$ cat src/rtl/mem_steer.sv
// mem_steer: steers a single CPU memory access either to the boot ROM or to RAM.
//
// A request (cpu_rd / cpu_wr) is accepted only in IDLE. The address, the write data
// and the operation are latched. DECODE asks the ROM whether it claims the address.
// Claimed reads return ROM data. Claimed writes are silently dropped. Unclaimed
// accesses go to RAM, which is strobed until ram_done arrives or the timeout expires.
// ACK then pulses cpu_ack for one cycle.
//
// Ports
//   clk, reset            clock, asynchronous active-low reset
//   cpu_addr/cpu_data_in  CPU request address / write data
//   cpu_rd/cpu_wr         CPU request strobes (read wins when both are set)
//   cpu_data_out          last captured read data (held between captures)
//   cpu_ack/bus_err       completion pulse / RAM-timeout flag (same cycle)
//   rom_addr/rom_rd       ROM address and read strobe
//   rom_data/rom_selected ROM read data and address-claim
//   ram_addr/ram_wdata    RAM address and write data
//   ram_rd/ram_wr         RAM strobes, held for the whole RAM phase
//   ram_rdata/ram_done    RAM read data and completion
module mem_steer #(
    parameter int unsigned RAM_TIMEOUT = 15
) (
    input  logic        clk,
    input  logic        reset,
    input  logic [14:0] cpu_addr,
    input  logic [11:0] cpu_data_in,
    input  logic        cpu_rd,
    input  logic        cpu_wr,
    output logic [11:0] cpu_data_out,
    output logic        cpu_ack,
    output logic        bus_err,
    output logic [14:0] rom_addr,
    output logic        rom_rd,
    input  logic [11:0] rom_data,
    input  logic        rom_selected,
    output logic [14:0] ram_addr,
    output logic [11:0] ram_wdata,
    output logic        ram_rd,
    output logic        ram_wr,
    input  logic [11:0] ram_rdata,
    input  logic        ram_done
);

    localparam logic [1:0] StIdle   = 2'd0;
    localparam logic [1:0] StDecode = 2'd1;
    localparam logic [1:0] StRam    = 2'd2;
    localparam logic [1:0] StAck    = 2'd3;

    localparam int unsigned CW = $clog2(RAM_TIMEOUT + 1);
    // Count value in the last RAM cycle that may still complete normally.
    localparam logic [CW-1:0] CntLast = CW'(RAM_TIMEOUT - 1);

    logic [1:0]    state_q, state_d;
    logic [14:0]   addr_q, addr_d;
    logic [11:0]   wdata_q, wdata_d;
    logic          is_rd_q, is_rd_d;
    logic [CW-1:0] cnt_q, cnt_d;
    logic [11:0]   rdata_q, rdata_d;
    logic          err_q, err_d;

    always_comb begin
        state_d = state_q;
        addr_d  = addr_q;
        wdata_d = wdata_q;
        is_rd_d = is_rd_q;
        cnt_d   = cnt_q;
        rdata_d = rdata_q;
        err_d   = 1'b0;

        unique case (state_q)
            StIdle: begin
                if (cpu_rd || cpu_wr) begin
                    addr_d  = cpu_addr;
                    wdata_d = cpu_data_in;
                    // Read has priority; a simultaneous write is discarded.
                    is_rd_d = cpu_rd;
                    state_d = StDecode;
                end
            end
            StDecode: begin
                cnt_d = '0;
                if (rom_selected) begin
                    if (is_rd_q) begin
                        rdata_d = rom_data;
                    end
                    state_d = StAck;
                end else begin
                    state_d = StRam;
                end
            end
            StRam: begin
                if (ram_done) begin
                    if (is_rd_q) begin
                        rdata_d = ram_rdata;
                    end
                    state_d = StAck;
                end else begin
                    cnt_d = cnt_q + CW'(1);
                    if (cnt_q == CntLast) begin
                        rdata_d = '0;
                        err_d   = 1'b1;
                        state_d = StAck;
                    end
                end
            end
            StAck: begin
                state_d = StIdle;
            end
            default: begin
                state_d = StIdle;
            end
        endcase
    end

    always_ff @(posedge clk or negedge reset) begin
        if (!reset) begin
            state_q <= StIdle;
            addr_q  <= '0;
            wdata_q <= '0;
            is_rd_q <= 1'b0;
            cnt_q   <= '0;
            rdata_q <= '0;
            err_q   <= 1'b0;
        end else begin
            state_q <= state_d;
            addr_q  <= addr_d;
            wdata_q <= wdata_d;
            is_rd_q <= is_rd_d;
            cnt_q   <= cnt_d;
            rdata_q <= rdata_d;
            err_q   <= err_d;
        end
    end

    assign cpu_data_out = rdata_q;
    assign cpu_ack      = (state_q == StAck);
    // err_q is only ever set on the transition into ACK, so it lasts exactly that cycle.
    assign bus_err      = err_q;
    assign rom_addr     = addr_q;
    assign ram_addr     = addr_q;
    assign ram_wdata    = wdata_q;
    assign rom_rd       = (state_q == StDecode) && is_rd_q;
    assign ram_rd       = (state_q == StRam) && is_rd_q;
    assign ram_wr       = (state_q == StRam) && !is_rd_q;

endmodule

$ cat config.mk
export PLATFORM = sky130hd
export DESIGN_NAME = mem_steer
export DESIGN_NICKNAME = d
export VERILOG_FILES = /design/src/rtl/mem_steer.sv
export SDC_FILE = /design/constraint.sdc
export NUM_CORES = 1
export LEC_CHECK = 0
export CAP_MARGIN = 30
export CORE_MARGIN = 1.5
export CORE_UTILIZATION = 43
export DETAILED_ROUTE_END_ITERATION = 10
export MAX_ROUTING_LAYER = met4
export PLACE_DENSITY = 0.82
export SYNTH_ARGS = -nofsm -noshare
export SYNTH_HDL_FRONTEND = slang
export SYNTH_SLANG_ARGS = --single-unit
export TNS_END_PERCENT = 30
$ cat constraint.sdc
create_clock -name clk -period 4.1 [get_ports clk]
set_input_delay 0.615 -clock clk [delete_from_list [all_inputs] [get_ports clk]]
set_output_delay 0.615 -clock clk [all_outputs]
set_load 0.1 [all_outputs]
==> results_dict.tcl <==
set metrics [dict create \
    setup_violations 0 \
    cp_cell_sequence "inv_1, ha_1, and2_1, clkdlybuf4s50_1" \
    critPathCaptureType "output pin" \
    critPathKind "reg2out" \
    cts_sinks 47 \
    vias_per_cell 4.72 \
    numCtsBuffers 5 \
    nets 359 \
    antenna_left 0 \
    final-hold-violation-count 0 \
    pin_count 116 \
    syn2layout_area_growth_pct 51.9 \
    drive_gt1_frac 0.153 \
    avgSynthCellArea_sq_um 12.1 \
    regArea_sq_um 1180 \
    cp-start-kind "flop" \
    wl_per_cell_microns 14.3 \
    rsz0062_at_grt "no" \
    cap_violations 0 \
    synth.cell_area_sq_um 2310 \
    die_area_sq_um 5820 \
    post-cts-setup-buffers 0 \
    ys_warn_count 0 \
    die_w_microns 76.3 \
    hold_class "in2async" \
    skew_ns 0.00685 \
    synthTopCellsByArea "dfrtp_1 51%, mux2_2 14%, buf_4 5.5%, mux2i_1 5.2%, ha_1 4.3%" \
    hold_buffers 0 \
    worstPathRequired_ns 3.48 \
    io_buffers 115 \
    dr_total_vias 1724 \
    rows 26 \
    start_util 0.449 \
    fin_setup_tns_ns 0 \
    wl_mm 5.23 \
    dr.pass1.iters 4 \
    clk_path_buf_depth 2 \
    tritoncts "yes" \
    ys_types 27 \
    fp.dieH_microns 76.3 \
    maxSlewViolCount 0 \
    gp_congestion 0.743 \
    final.min_clock_period_ns 2.99 \
    clockRootBuffer "clkbuf_8" \
    clkLatencyLatePin_ns 0.29 \
    grt_util_all_layers 0.191 \
    multiInputGateArea_sq_um 922 \
    critPathMaxStageDelay_ns 1.13 \
    first_global_vias 1735 \
    regToRegSetupSlack_ns 1.37 \
    h-tree-depth 2 \
    synth_top_area_cell "dfrtp_1" \
    synth_nets 256 \
    min_period_over_period 0.728 \
    core_sq_um 5140 \
    cp_max_fo 5 \
    grt_first_pass_wirelength_mm 8.65 \
    slew_headroom 0.330 \
    critPathTopFamily "buffers and inverters" \
    synth_cells 191 \
    cts_resized 0 \
    synth_top_area_frac 0.509 \
    cp_num_buf_inv 2 \
    crit_slowest_cell "clkdlybuf4s50_1" \
    status "finished, final reports clean" \
    clk_pin_slew_ns 0.08 \
    diodes 0 \
    grt_antenna_before_repair 0 \
    fillers 431 \
    fmax_mhz 335 \
    yosysSeqAreaShare 0.509 \
    arrival_ns 2.37 \
    hpwl_mm 4.05 \
    drtIter0Drc 20 \
    tightest_slew_ns 1.00 \
    overflow 0 \
    grt_max_degree 27 \
    drcViolationCount 0 \
    synth-seq-cells 47 \
]
worst reg2reg max path: cells and delay by family (launching register included):
family / cells / cell delay [ns]
buffers and inverters: 1 / 0.14
AOI/OAI and AO/OA: 1 / 0.70
muxes: 2 / 0.64
adders and majority gates: 1 / 0.69
DFF: 1 / 0.44
final cells by class:
class / instances / share of cell area
Tap cell: 70 / 0.0250
Inverter: 16 / 0.0171
Sequential cell: 47 / 0.335
Timing Repair Buffer: 117 / 0.335
Multi-Input combinational cell: 107 / 0.263
Clock inverter: 2 / 0.00357
Clock buffer: 6 / 0.0207
state kept, by name (all words and copies together) (netlist names):
register / cells
ram_addr: 15
cpu_data_out: 12
ram_wdata: 12
cnt_q: 4
state_q: 2
bus_err: 1
is_rd_q: 1
routing by layer:
metal,share of wire,track usage
met5,0,-
met3,0.056,0.0443
met1,0.45,0.231
met2,0.48,0.327
met4,0.010,0.0407
metrics by stage:
step	hold WS (ns)	worst slack (ns)	cells	util	instance area, sq um
2_1_floorplan	0.319	1.05	191	-	2310
3_3_place_gp	0.486	1.40	356	0.660	3390
3_5_place_dp	0.492	1.36	357	0.666	3420
4_1_cts	0.324	1.11	365	0.682	3510
5_1_grt	0.356	1.03	365	0.682	3510
6_report	0.314	1.11	365	0.682	3510
cell usage after synthesis (all sizes together):
cell type,count
a211oi,2
a21o,3
a21oi,12
a221oi,1
a22o,1
a2bb2oi,1
and2,3
buf,18
clkbuf,3
dfrtp,47
ha,8
inv,16
mux2,29
mux2i,12
nand2,4
nand2b,2
nand3,2
nand4b,1
nor2,3
nor2b,13
nor3b,3
o21ai,5
xnor2,2
logic make-up after synthesis:
kind of cell | share of synthesized area
DFF | 0.509
muxes | 0.193
buffers and inverters | 0.0911
and+or+nand+nor | 0.0813
AOI/OAI and AO/OA | 0.0737
adders and majority gates | 0.0434
xor gates and xnor gates | 0.00759
path summary, 6_finish.rpt:
kind	startpoint	endpoint	cells past startpoint
max	state_q[1]$_DFFE_PN0P_	rom_rd	4
min	reset	ram_wdata[1]$_DFFE_PN0P_	1
max reg2reg	state_q[0]$_DFFE_PN0P_	cpu_data_out[1]$_DFFE_PN0P_	5
min reg2reg	ram_wdata[11]$_DFFE_PN0P_	ram_wdata[11]$_DFFE_PN0P_	1
max in group asynchronous	reset	cnt_q[2]$_DFFE_PN0P_	2
min in group clk	ram_wdata[11]$_DFFE_PN0P_	ram_wdata[11]$_DFFE_PN0P_	1
layout by cell type, fill, tap and decap left out:
cell type | Yosys | layout
a211oi_1 | 2 | 2
a21o_1 | 3 | 3
a21oi_1 | 12 | 12
a221oi_4 | 1 | 1
a22o_1 | 1 | 1
a2bb2oi_1 | 1 | 1
and2_1 | 3 | 3
buf_16 | 0 | 1
buf_2 | 0 | 1
buf_4 | 17 | 3
clkbuf_1 | 3 | 1
clkbuf_8 | 0 | 5
clkdlybuf4s50_1 | 0 | 112
clkinv_2 | 0 | 1
clkinvlp_4 | 0 | 1
dfrtp_1 | 47 | 47
ha_1 | 8 | 8
inv_1 | 16 | 16
mux2_2 | 29 | 29
mux2i_1 | 12 | 12
nand2_1 | 4 | 4
nand2b_1 | 2 | 2
nand3_1 | 1 | 1
nand3_2 | 1 | 1
nand4b_1 | 1 | 1
nor2_1 | 3 | 3
nor2b_1 | 12 | 12
nor2b_2 | 1 | 1
nor3b_1 | 3 | 3
o21ai_0 | 4 | 4
o21ai_2 | 1 | 1
xnor2_1 | 2 | 2
Power is left out: the tool's default activity adds up to more than one toggle a clock period on the data nets, which glitch-free logic cannot reach.
